<file path="config.mk">
export PLATFORM = sky130hd
export DESIGN_NAME = dadda_rows_4x4_pipe
export DESIGN_NICKNAME = d
export VERILOG_FILES = /design/src/rtl/dadda_pkg.sv /design/src/rtl/dadda_tree_4x4.sv /design/src/rtl/dadda_rows_4x4_pipe.sv
export SDC_FILE = /design/constraint.sdc
export NUM_CORES = 1
export LEC_CHECK = 0
export ABC_AREA = 0
export BUFFER_PORTS_ARGS = -buffer_cell sky130_fd_sc_hd__buf_2
export CAP_MARGIN = 20
export CORE_MARGIN = 2
export CORE_UTILIZATION = 56
export DETAILED_ROUTE_END_ITERATION = 10
export PLACE_DENSITY_LB_ADDON = 0.3
export SYNTH_ARGS = -nofsm -noshare
export SYNTH_HDL_FRONTEND = slang
export SYNTH_SLANG_ARGS = --single-unit
export TNS_END_PERCENT = 100
</file>
<file path="constraint.sdc">
create_clock -name clk -period 2.78 [get_ports clk]
set_input_delay 0.556 -clock clk [delete_from_list [all_inputs] [get_ports clk]]
set_output_delay 0.556 -clock clk [all_outputs]
set_load 0.01 [all_outputs]
</file>
<file path="src/rtl/dadda_pkg.sv">
// dadda_pkg
//   Shared constants and cell helpers for the 4x4 Dadda row reducer.
//   OP_W           operand width
//   ROW_W          width of each reduced output row
//   DADDA_HEIGHTS  target column heights per reduction stage (4 -> 3 -> 2)
//   cell_out_t     {sum, carry} result of one half/full adder cell
//   ha / fa        half adder and full adder cells
package dadda_pkg;

  localparam int unsigned OP_W         = 32'd4;
  localparam int unsigned ROW_W        = 32'd8;
  localparam int unsigned DADDA_STAGES = 32'd2;
  localparam int unsigned DADDA_HEIGHTS [0:1] = '{32'd3, 32'd2};

  typedef struct packed {
    logic sum;
    logic carry;
  } cell_out_t;

  function automatic cell_out_t ha(input logic x, input logic y);
    cell_out_t r;
    r.sum   = x ^ y;
    r.carry = x & y;
    return r;
  endfunction

  function automatic cell_out_t fa(input logic x, input logic y, input logic z);
    cell_out_t r;
    r.sum   = x ^ y ^ z;
    r.carry = (x & y) | (x & z) | (y & z);
    return r;
  endfunction

endpackage

</file>
<file path="src/rtl/dadda_tree_4x4.sv">
// dadda_tree_4x4
//   Purely combinational Dadda reduction of a 4x4 unsigned multiply down to
//   two 8-bit rows whose sum is a*b.
//   a, b          in   4  operands (unsigned)
//   row_a, row_b  out  8  reduced rows, one bit per column
//
//   Column heights of the partial-product matrix are 1,2,3,4,3,2,1.
//   Stage 1 (target 3): HA in column 3, HA in column 4.
//   Stage 2 (target 2): HA in column 2, FA in columns 3, 4 and 5.
//   Column 7 never receives a carry, so bit 7 of both rows is zero.
module dadda_tree_4x4
  import dadda_pkg::*;
(
  input  logic [OP_W-1:0]  a,
  input  logic [OP_W-1:0]  b,
  output logic [ROW_W-1:0] row_a,
  output logic [ROW_W-1:0] row_b
);

  // pp_s[i][j] = a[i] & b[j], weight 2^(i+j)
  logic [OP_W-1:0][OP_W-1:0] pp_s;

  // Partial product generation.
  always_comb begin
    pp_s = '0;
    for (int i = 0; i < int'(OP_W); i++) begin
      for (int j = 0; j < int'(OP_W); j++) begin
        pp_s[i][j] = a[i] & b[j];
      end
    end
  end

  // Stage 1: bring columns 3 and 4 down to height 3.
  cell_out_t st1_c3_s;
  cell_out_t st1_c4_s;
  assign st1_c3_s = ha(pp_s[3][0], pp_s[2][1]);
  assign st1_c4_s = ha(pp_s[3][1], pp_s[2][2]);

  // Stage 2: bring every column down to height 2.
  cell_out_t st2_c2_s;
  cell_out_t st2_c3_s;
  cell_out_t st2_c4_s;
  cell_out_t st2_c5_s;
  assign st2_c2_s = ha(pp_s[2][0], pp_s[1][1]);
  assign st2_c3_s = fa(st1_c3_s.sum, pp_s[1][2], pp_s[0][3]);
  assign st2_c4_s = fa(st1_c4_s.sum, pp_s[1][3], st1_c3_s.carry);
  assign st2_c5_s = fa(pp_s[3][2], pp_s[2][3], st1_c4_s.carry);

  // Row assembly: each bit position carries exactly one value of that column.
  assign row_a = {1'b0, pp_s[3][3], st2_c5_s.sum, st2_c4_s.sum,
                  st2_c3_s.sum, st2_c2_s.sum, pp_s[1][0], pp_s[0][0]};
  assign row_b = {1'b0, st2_c5_s.carry, st2_c4_s.carry, st2_c3_s.carry,
                  st2_c2_s.carry, pp_s[0][2], pp_s[0][1], 1'b0};

endmodule

</file>
<file path="src/rtl/dadda_rows_4x4_pipe.sv">
// dadda_rows_4x4_pipe
//   Two-stage elastic pipeline feeding the downstream carry-select adder.
//   S1 registers the operands, S2 registers the Dadda-reduced rows, so the
//   outputs are fully registered. row_a + row_b == in_a * in_b.
//   clk        in   1      clock, posedge
//   rst_n      in   1      synchronous active-low reset
//   in_valid   in   1      operand pair valid
//   in_ready   out  1      operands accepted this cycle
//   in_a/in_b  in   4      unsigned operands
//   in_tag     in   TAG_W  sideband returned with the result
//   out_valid  out  1      rows valid
//   out_ready  in   1      downstream accepts rows
//   row_a/b    out  8      reduced rows
//   out_tag    out  TAG_W  tag of the rows on the output
module dadda_rows_4x4_pipe
  import dadda_pkg::*;
#(
  parameter int unsigned TAG_W = 4
) (
  input  logic             clk,
  input  logic             rst_n,
  input  logic             in_valid,
  output logic             in_ready,
  input  logic [OP_W-1:0]  in_a,
  input  logic [OP_W-1:0]  in_b,
  input  logic [TAG_W-1:0] in_tag,
  output logic             out_valid,
  input  logic             out_ready,
  output logic [ROW_W-1:0] row_a,
  output logic [ROW_W-1:0] row_b,
  output logic [TAG_W-1:0] out_tag
);

  logic             s1_valid_r;
  logic [OP_W-1:0]  s1_a_r;
  logic [OP_W-1:0]  s1_b_r;
  logic [TAG_W-1:0] s1_tag_r;

  logic             s2_valid_r;
  logic [ROW_W-1:0] s2_row_a_r;
  logic [ROW_W-1:0] s2_row_b_r;
  logic [TAG_W-1:0] s2_tag_r;

  logic [ROW_W-1:0] tree_row_a_s;
  logic [ROW_W-1:0] tree_row_b_s;
  logic             s2_load_s;
  logic             in_fire_s;

  // Reduction operates on registered operands, so in_* never reaches out_*.
  dadda_tree_4x4 u_tree (
    .a     (s1_a_r),
    .b     (s1_b_r),
    .row_a (tree_row_a_s),
    .row_b (tree_row_b_s)
  );

  // S2 takes S1 when S2 is empty or draining; in_ready follows so a full
  // pipe can accept and emit in the same cycle. out_ready -> in_ready is the
  // only combinational path through the block.
  assign s2_load_s = s1_valid_r & (~s2_valid_r | out_ready);
  assign in_ready  = ~s1_valid_r | s2_load_s;
  assign in_fire_s = in_valid & in_ready;

  // Stage 1 operand register.
  always_ff @(posedge clk) begin
    if (!rst_n) begin
      s1_valid_r <= 1'b0;
      s1_a_r     <= {OP_W{1'b0}};
      s1_b_r     <= {OP_W{1'b0}};
      s1_tag_r   <= {TAG_W{1'b0}};
    end else if (in_fire_s) begin
      s1_valid_r <= 1'b1;
      s1_a_r     <= in_a;
      s1_b_r     <= in_b;
      s1_tag_r   <= in_tag;
    end else if (s2_load_s) begin
      s1_valid_r <= 1'b0;
    end else begin
      s1_valid_r <= s1_valid_r;
    end
  end

  // Stage 2 row register; holds while stalled so outputs stay stable.
  always_ff @(posedge clk) begin
    if (!rst_n) begin
      s2_valid_r <= 1'b0;
      s2_row_a_r <= {ROW_W{1'b0}};
      s2_row_b_r <= {ROW_W{1'b0}};
      s2_tag_r   <= {TAG_W{1'b0}};
    end else if (s2_load_s) begin
      s2_valid_r <= 1'b1;
      s2_row_a_r <= tree_row_a_s;
      s2_row_b_r <= tree_row_b_s;
      s2_tag_r   <= s1_tag_r;
    end else if (out_ready) begin
      s2_valid_r <= 1'b0;
    end else begin
      s2_valid_r <= s2_valid_r;
    end
  end

  assign out_valid = s2_valid_r;
  assign row_a     = s2_row_a_r;
  assign row_b     = s2_row_b_r;
  assign out_tag   = s2_tag_r;

endmodule
</file>
Word-level counts from Yosys, hierarchy flattened
Cells that the tools add are included.
W data, S select, Z words.
{"block": "totals", "reg_bits": 31, "latchBits": 0, "ramBits": 0, "mem_bits_ro": 0, "inputBits": 16, "output_inout_bits": 22, "mem_count": 0}
{"block": "classes", "n_addsub": 0, "multipliers": 0, "n_div": 0, "magnitude_cmp": 0, "n_eq_ne": 0, "n_shift": 0, "mux": 4, "bitwise_logic": 49, "reduce_logical": 2}
{"operator": "$and A1 B1 Y1", "count": 30}
{"operator": "$xor A1 B1 Y1", "count": 9}
{"operator": "$or A1 B1 Y1", "count": 8}
{"operator": "$mux W1", "count": 4}
{"operator": "$reduce_bool A2 Y1", "count": 2}
{"operator": "$not A1 Y1", "count": 2}

Logic depth before layout (Yosys ltp)
Gate-level depths: netlist of run 1.
{"block": "depth", "depth_word": 6, "depth_mapped": 5}

Hierarchy
Synthesis of run 1 repeated with hierarchy kept, for this count alone.
{"block": "unflattened", "hier_cells": 179, "hier_area_um2": 1557.7}
{"mod": "dadda_rows_4x4_pipe", "instances": 1, "cells_per_inst": 153, "area_per_inst_um2": 1333.8, "seq_area_each_um2": 680.7}
{"mod": "dadda_tree_4x4", "instances": 1, "cells_per_inst": 26, "area_per_inst_um2": 224.0, "seq_area_each_um2": 0.0}

Least setup slack after synthesis of run 1
OpenSTA, ideal clock, no wires.
{"block": "synth_path", "kind": "input to output", "from": "input port out_ready", "to": "output port in_ready", "arrival_ps": 1001, "t_required_ps": 2224, "setup_slack_ps": 1223, "path_stages": 3, "path_buffers": 1, "cell_sequence": "nor2b_4 clkbuf_1 nand2_1"}
{"block": "synth_between", "elab_chain_cells": 3}
{"item": "start, declared", "line": "dadda_rows_4x4_pipe.sv:28", "rtl": "input logic out_ready,"}
{"item": "$or A1 B1 Y1", "line": "dadda_rows_4x4_pipe.sv:60", "rtl": "assign s2_load_s = s1_valid_r & (~s2_valid_r | out_ready);"}
{"item": "$and A1 B1 Y1", "line": "dadda_rows_4x4_pipe.sv:60"}
{"item": "$or A1 B1 Y1", "line": "dadda_rows_4x4_pipe.sv:61", "rtl": "assign in_ready = ~s1_valid_r | s2_load_s;"}
{"item": "end, declared", "line": "dadda_rows_4x4_pipe.sv:23", "rtl": "output logic in_ready,"}
No other way between the ends.

Final worst setup path of run 1
{"block": "layout_path", "from": "register s1_valid_r", "to": "output port in_ready"}
{"block": "layout_between", "elab_chain_cells": 2, "elab_cells_between_ends": 3, "classes_between": "3 x bitwise"}
{"item": "start, declared", "line": "dadda_rows_4x4_pipe.sv:34", "rtl": "logic s1_valid_r;"}
{"item": "start signal, assigned", "line": "dadda_rows_4x4_pipe.sv:79", "rtl": "s1_valid_r <= s1_valid_r;"}
{"item": "$and A1 B1 Y1 / $not A1 Y1 (equally long branches)", "line": "dadda_rows_4x4_pipe.sv:60, dadda_rows_4x4_pipe.sv:61"}
{"item": "$or A1 B1 Y1 (*)", "line": "dadda_rows_4x4_pipe.sv:61"}
Every way passes the cells marked *; elsewhere a longest branch is shown, timed or not.

==> results.json, run 1 <==
{
  "outcome": "finished clean",
  "fillers": 215,
  "cts_sinks": 31,
  "rows": 18,
  "fin_setup_tns_ns": 0,
  "clkSlewWorstSetupHoldPaths_ns": 0.09,
  "grt_setup_unrepaired": "no",
  "synth_seq_cells": 31,
  "setup_viol": 0,
  "crit_chain": "nand2_1 > buf_2",
  "r2r_end": "out_tag[2]",
  "clock_skew_ns": 0.00472,
  "place.gp.congestion": 0.827,
  "viasPerCell": 5.43,
  "synthMuxAreaShare_pct": 8.08,
  "wire_per_inst_um": 13.1,
  "worst-slew-pin-transition_ns": 0.724,
  "finalMaxSlewViolations": 0,
  "wl_um": 2860,
  "clk-insertion-delay-late_ns": 0.33,
  "cts_made_buffers": 5,
  "cap_violations": 0,
  "yosys.area_share.simple_pct": 18.9,
  "fp.dieW_um": 55.5,
  "cts_setup_buffers": 0,
  "grt_start_max_net_pins": 44,
  "synth_adder_area_share_pct": 6.57,
  "start_kind": "flop",
  "cp_max_fo": 21,
  "portBuffers": 34,
  "cp_top_family": "flip-flops",
  "ant_nets": 0,
  "dp_hpwl_um": 1960,
  "ys_seq_area_share_pct": 41.8,
  "synthCells": 160,
  "clockBufferDepth": 2,
  "detail_route.first_pass.iterations": 4,
  "hold_viol_final": 0,
  "area_delta_synth_final_pct": 11.3,
  "multiInputGateArea_um2": 753,
  "final_cell_mix": "buf_2, dfxtp_1, nand2_1",
  "cts_hold_buf": 0,
  "layout-drive-gt1-share_pct": 22.9,
  "slowest_delay_ns": 0.80,
  "layout_min_cycle_time_ns": 1.95,
  "critical_path_required_ns": 2.22,
  "placement.cell_area_mm2": 0.00159,
  "die_h_um": 55.5,
  "yosys_warnings": 0,
  "die_area_mm2": 0.00308,
  "layout.nets": 209,
  "power_density_mw_per_mm2": 510,
  "holdCritPathClass": "in -> reg",
  "fin_cells": 218,
  "grt-ovfl-total": 0,
  "r2r-start": "s1_valid_r",
  "crit_cells": 2,
  "synth_top_family_by_area": "simple AND/OR/NAND/NOR gates",
  "mostFrequentLayoutCell": "buf_2",
  "antenna_found_initial": 0,
  "synth.distinct_cells": 24,
  "reg2reg_slack_ns": 1.03,
  "crit_buf_inv": 1,
  "critPathCaptureType": "primary output",
  "crit_slowest_cell": "dfxtp_1",
  "reg2reg_depth": 3,
  "synthXorXnorAreaFrac_pct": 0,
  "start_util_pct": 59.5,
  "crit_arrival_ns": 1.39,
  "synth_area_per_cell_um2": 9.29,
  "timing.fmax_mhz": 513,
  "synth_compound_area_share_pct": 16.4,
  "drc_errors": 0,
  "max_slew_margin_pct": 51.6,
  "endpoint": "in_ready",
  "worst_ir_drop_vdd_uv": 498,
  "antenna_cells": 0,
  "netlist_area_mm2": 0.00149,
  "core-area_mm2": 0.00250,
  "regArea_um2": 621,
  "leakage_nw": 0.743,
  "vias": 1183,
  "crit_start": "s1_valid_r",
  "cts_root_buf": "clkbuf_4",
  "critical_path_class": "reg -> out",
  "ctsResizeCount": 0,
  "grt_pass1_vias": 1153,
  "grt_pass1_wl_um": 4920,
  "placed_cells": 210,
  "cts_tree": "done",
  "power.total_mw": 0.844,
  "grt_usage_pct": 20.4,
  "io_pins": 38,
  "postLayoutCellArea_mm2": 0.00165,
  "period_share_pct": 70.1,
  "h-tree-depth": 2,
  "drt_iter0_drc": 22
}
-- cell families after synthesis --
family	count (synthesis)
AND/OR/NAND/NOR	56
AO/OA/AOI/OAI	37
flip-flops	31
buffers and inverters	17
multiplexers	12
adder cells (fa/ha/maj)	6
other	1
-- worst register-to-register path, stage by stage (launching register included) --
cell and delay (ns):
dfxtp_1 0.80, inv_1 0.42, o21ai_0 0.32, a21boi_1 0.10
-- routing by layer --
metal / vias up / part of all wire (%) / global-route usage, %
met5: - / 0 / 0
met4: 0 / 2.2 / 11.8
met3: 8 / 5.1 / 5.62
met2: 30 / 49 / 34.2
met1: 552 / 43 / 23.0
li1: 593 / - / -
-- per-stage QoR --
| step | worst slack (ns) | hold slack (ns) | util [%] |
|---|---|---|---|
| 6_report | 0.830 | 0.463 | 66.2 |
| 3_3_place_gp | 0.952 | 0.445 | 63.4 |
| 4_1_cts | 0.836 | 0.462 | 66.2 |
| 3_5_place_dp | 0.928 | 0.460 | 63.4 |
| 2_1_floorplan | 1.22 | 0.435 | - |
| 5_1_grt | 0.730 | 0.453 | 66.2 |
-- how the worst min path moves through the flow --
stage / depth (start not counted) / to / start
4_1_cts: 3 / s1_a_r[3] / in_a[3]
3_3_place_gp: 2 / s1_tag_r[1] / s1_tag_r[1]
6_report: 3 / s1_a_r[3] / in_a[3]
2_1_floorplan: 2 / s1_tag_r[0] / s1_tag_r[0]
3_5_place_dp: 2 / out_tag[2] / s1_tag_r[2]
5_1_grt: 3 / s1_b_r[1] / in_b[1]
-- power by group --
group | internal, mW | leakage (nW) | total, mW | switching (mW)
clock | 0.149 | 0.0386 | 0.294 | 0.146
sequential | 0.460 | 0.253 | 0.477 | 0.0172
combinational | 0.0326 | 0.452 | 0.0732 | 0.0406
-- sequential cells by signal, summed over array words and instances (netlist names) --
| name | flops |
|---|---|
| row_a | 7 |
| row_b | 6 |
| out_tag | 4 |
| s1_a_r | 4 |
| s1_b_r | 4 |
| s1_tag_r | 4 |
| out_valid | 1 |
| s1_valid_r | 1 |
-- cell usage after synthesis --
master	n	area share [%]
buf_2	1	0.34
nor2b_1	1	0.42
buf_6	2	1.5
and2_1	11	4.6
clkbuf_1	5	1.3
o21ai_0	17	5.7
ha_1	3	2.5
fa_1	3	4.0
clkbuf_2	1	0.34
nand2b_1	1	0.42
mux2i_1	12	8.1
a21boi_1	1	0.51
nor2b_4	1	0.93
dfxtp_1	31	42
inv_1	1	0.25
buf_12	1	1.3
nand2_1	25	6.3
a21boi_0	17	8.6
nand3_1	12	4.0
a21boi_4	1	1.3
a21oi_1	1	0.34
conb_1	1	0.25
buf_4	6	3.0
nand4_1	5	2.1
-- final cells by class --
| cell class | count | area share [%] |
|---|---|---|
| clock buffer | 8 | 4.16 |
| inverter | 1 | 0.227 |
| multi-input combinational | 114 | 45.5 |
| sequential | 31 | 37.5 |
| tap | 30 | 2.27 |
| timing repair buffer | 34 | 10.3 |
Note: power is estimated with default switching activity, not from simulation.
==> run 2, diff against run 1 <==
CORE_UTILIZATION = 52   (was 56)
clock period = 1.9 ns   (was 2.78 ns; I/O delays follow)
==> results.json, run 2 (synthesis results as in run 1) <==
{
  "outcome": "finished clean",
  "leakage_nw": 0.754,
  "grt_start_max_net_pins": 44,
  "critical_path_required_ns": 2.15,
  "start_kind": "flop",
  "r2r_end": "row_a[3]",
  "endpoint": "row_a[3]",
  "rows": 19,
  "p_int_mw": 0.895,
  "portBuffers": 34,
  "dp_hpwl_um": 2050,
  "grt_setup_unrepaired": "no",
  "wl_um": 2960,
  "cts_hold_buf": 0,
  "cts_sinks": 31,
  "antenna_cells": 0,
  "cts_setup_buffers": 0,
  "vias": 1215,
  "ant_nets": 0,
  "crit_arrival_ns": 1.91,
  "critPathCaptureType": "flop",
  "ctsResizeCount": 0,
  "cts_made_buffers": 5,
  "mostFrequentLayoutCell": "buf_2",
  "worst_ir_drop_vdd_uv": 506,
  "h-tree-depth": 2,
  "sw_frac_of_total_pct": 25.2,
  "r2r-start": "s1_a_r[3]",
  "place.gp.congestion": 0.805,
  "detail_route.first_pass.iterations": 5,
  "seqPwrFrac_pct": 57.9,
  "reg2reg_depth": 5,
  "combPwrFrac_pct": 9.9,
  "layout_min_cycle_time_ns": 1.66,
  "viasPerCell": 5.50,
  "clockBufferDepth": 2,
  "worst-slew-pin-transition_ns": 0.643,
  "cp_max_fo": 5,
  "setup_viol": 0,
  "clk-insertion-delay-late_ns": 0.32,
  "clkSlewWorstSetupHoldPaths_ns": 0.10,
  "die_area_mm2": 0.00330,
  "cap_violations": 0,
  "grt-ovfl-total": 0,
  "wire_per_inst_um": 13.4,
  "p_clk_share_pct": 32.3,
  "finalMaxSlewViolations": 0,
  "max_slew_margin_pct": 57.1,
  "drt_iter0_drc": 55,
  "clock_skew_ns": 0.0138,
  "grt_pass1_vias": 1199,
  "crit_start": "s1_a_r[3]",
  "drc_errors": 0,
  "cts_tree": "done",
  "min-delay-start": "in_b[3]",
  "dp_slack_ns": 0.237,
  "fin_ws_ns": 0.238,
  "fin_setup_tns_ns": 0,
  "layout-drive-gt1-share_pct": 24.2,
  "holdCritPathClass": "in -> reg",
  "cts_root_buf": "clkbuf_4",
  "io_pins": 38,
  "reg2reg_slack_ns": 0.24,
  "fp.dieW_um": 57.5,
  "grt_pass1_wl_um": 5030,
  "core-area_mm2": 0.00273,
  "hold_viol_final": 0,
  "area_delta_synth_final_pct": 12.0,
  "largest_reg_flops": 7,
  "layout.nets": 212,
  "grt_usage_pct": 19.5,
  "start_util_pct": 54.4,
  "fillers": 259,
  "final_cell_mix": "buf_2, dfxtp_1, nand2_1",
  "critical_path_class": "reg -> reg",
  "die_h_um": 57.5,
  "power.switching_mw": 0.301,
  "power_density_mw_per_mm2": 718,
  "antenna_found_initial": 0,
  "period_share_pct": 87.5,
  "whs_path_depth": 3,
  "timing.fmax_mhz": 602
}
run 2: area by class of cell:
cell class	instances	area (um^2)	share of cell area (%)
clock inverter	1	5.00	0.301
tap	31	38.8	2.33
timing repair buffer	37	193	11.6
multi-input combinational	114	753	45.2
inverter	1	3.75	0.225
sequential	31	621	37.3
clock buffer	6	51.3	3.08
run 2: power groups by stage:
stage | clock (mW) | combinational (mW) | sequential [mW]
after CTS | 0.396 | 0.118 | 0.692
final | 0.386 | 0.118 | 0.692
after floorplan | 0 | 0.0951 | 0.704
after global placement | 0 | 0.114 | 0.706
after detailed placement | 0 | 0.118 | 0.708
after global routing | 0.432 | 0.132 | 0.696
run 2: per-layer routing:
| metal | wire length [um] | global-route usage (%) | vias up |
|---|---|---|---|
| met5 | 0 | 0 | - |
| met4 | 40 | 8.64 | 0 |
| met3 | 177 | 5.44 | 7 |
| met2 | 1440 | 33.1 | 39 |
| met1 | 1300 | 22.8 | 573 |
| li1 | - | - | 596 |
run 2: worst max-delay path: stages, from the launching register on:
cell and delay (ns):
dfxtp_1 0.35, and2_1 0.17, ha_1 0.31, fa_1 0.53, nand3_1 0.06, a21boi_0 0.17
run 2: worst min path at each step:
stage / endpoint / slack (ns)
5_1_grt: s1_b_r[3] / 0.28
3_5_place_dp: s1_tag_r[0] / 0.45
2_1_floorplan: s1_tag_r[0] / 0.43
3_3_place_gp: s1_tag_r[2] / 0.45
4_1_cts: s1_b_r[3] / 0.28
6_report: s1_b_r[3] / 0.29
run 2: stage by stage:
stage	hold WS, ns	instance area [um^2]	utilization, %	std cells	total power [mW]
global placement	0.446	1610	58.9	214	0.820
finish	0.286	1670	60.9	221	1.20
detailed placement	0.454	1610	58.9	214	0.825
CTS	0.281	1670	60.9	221	1.21
floorplan	0.435	1490	-	162	0.799
global route	0.279	1670	60.9	221	1.26
==> run 3, diff against run 2 <==
CORE_ASPECT_RATIO = 0.75   (was not set)
CTS_BUF_LIST = sky130_fd_sc_hd__clkbuf_8 sky130_fd_sc_hd__clkbuf_16   (was not set)
==> results.json, run 3 (synthesis results as in run 1) <==
{
  "place.gp.congestion": 0.809,
  "worst_ir_drop_vdd_uv": 551,
  "grt_setup_unrepaired": "no",
  "cap_violations": 0,
  "critical_path_required_ns": 2.10,
  "met2_usage_pct": 35.4,
  "critical_path_class": "reg -> reg",
  "cts_root_buf": "clkbuf_8",
  "h-tree-depth": 2,
  "r2r-start": "s1_a_r[3]",
  "cts_tree": "done",
  "area_delta_synth_final_pct": 14.1,
  "grt_pass1_vias": 1189,
  "portBuffers": 34,
  "max_slew_margin_pct": 57.6,
  "start_util_pct": 55.8,
  "grt_busiest_layer": "met2",
  "hold_viol_final": 0,
  "vias": 1206,
  "grt_start_max_net_pins": 44,
  "layout_min_cycle_time_ns": 1.65,
  "cp_max_fo": 5,
  "cts_sinks": 31,
  "use_met1_pct": 27.9,
  "outcome": "finished clean",
  "io_pins": 38,
  "grt_use_met3_pct": 6.28,
  "finalMaxSlewViolations": 0,
  "mostFrequentLayoutCell": "buf_2",
  "clockBufferDepth": 2,
  "die_area_mm2": 0.00331,
  "cts_hold_buf": 0,
  "power_density_mw_per_mm2": 761,
  "clk-insertion-delay-late_ns": 0.28,
  "leakage_nw": 0.770,
  "dp_hpwl_um": 2190,
  "timing.fmax_mhz": 608,
  "final_cell_mix": "buf_2, dfxtp_1, nand2_1",
  "rows": 16,
  "fp.dieW_um": 65.7,
  "wire_per_inst_um": 13.5,
  "largest_reg_flops": 7,
  "grt_pass1_wl_um": 5460,
  "layout-drive-gt1-share_pct": 23.6,
  "die_h_um": 50.3,
  "whs_path_depth": 3,
  "holdCritPathClass": "in -> reg",
  "grt_usage_pct": 21.8,
  "drc_errors": 0,
  "crit_arrival_ns": 1.85,
  "power.total_mw": 1.29,
  "drt_iter0_drc": 48,
  "clock_skew_ns": 0.00614,
  "antenna_cells": 0,
  "min-delay-start": "in_tag[1]",
  "start_kind": "flop",
  "detail_route.first_pass.iterations": 5,
  "cts_setup_buffers": 0,
  "grt-ovfl-total": 0,
  "whs_endpoint": "s1_tag_r[1]",
  "worst-slew-pin-transition_ns": 0.636,
  "reg2reg_slack_ns": 0.25,
  "wl_um": 3070,
  "fin_setup_tns_ns": 0,
  "antenna_found_initial": 0,
  "layout.nets": 212,
  "core-area_mm2": 0.00266,
  "reg2reg_depth": 5,
  "viasPerCell": 5.31,
  "r2r_end": "row_a[4]",
  "period_share_pct": 86.6,
  "ctsResizeCount": 0,
  "critPathCaptureType": "flop",
  "clkSlewWorstSetupHoldPaths_ns": 0.06,
  "setup_viol": 0,
  "cts_made_buffers": 5,
  "fillers": 230,
  "ant_nets": 0
}
## run 3: cell count changes in the layout (fill, tap and decap cells not counted)
cell / delta
clkbuf_8: +4
inv_1: +2
clkbuf_4: -5
## run 3: layer usage
layer,share of wire [%],vias up
met3,5.2,7
li1,-,597
met4,1.3,0
met1,47,568
met2,46,34
met5,0,-
## run 3: how the worst max path moves through the flow
| stage | from | end | depth (start not counted) |
|---|---|---|---|
| after floorplan | s1_a_r[3] | row_a[3] | 5 |
| after global placement | s1_a_r[3] | row_a[4] | 5 |
| after detailed placement | s1_a_r[3] | row_a[4] | 5 |
| after CTS | s1_a_r[3] | row_a[4] | 5 |
| after global routing | s1_a_r[3] | row_a[3] | 5 |
| final | s1_a_r[3] | row_a[4] | 5 |
## run 3: cell type report
type	instances	area, um^2	share of cell area, %
Tap cell	36	45.0	2.65
Sequential cell	31	621	36.6
Multi-Input combinational cell	114	753	44.4
Clock buffer	5	68.8	4.06
Clock inverter	3	12.5	0.737
Timing Repair Buffer	37	193	11.4
Inverter	1	3.75	0.221
## run 3: critical path, stage by stage (launching register included)
cell and delay, ns:
dfxtp_1 0.34, and2_1 0.17, ha_1 0.31, fa_1 0.54
nand3_1 0.06, a21boi_0 0.15
## run 3: metrics by stage
stage	utilization [%]	hold WS [ns]	worst slack [ns]	cell area [um^2]	std cells
CTS	63.7	0.339	0.245	1700	227
global placement	60.7	0.442	0.319	1620	219
global route	63.7	0.347	0.144	1700	227
detailed placement	60.7	0.450	0.252	1620	219
floorplan	-	0.435	0.359	1490	162
finish	63.7	0.337	0.255	1700	227
## run 3: where the power goes
part           leakage (nW)  internal (mW)  switching [mW]  total (mW)
clock network        0.0505          0.246           0.233       0.479
logic                 0.467         0.0510          0.0639       0.115
registers             0.253          0.673          0.0236       0.697
total                 0.770          0.970           0.321        1.29
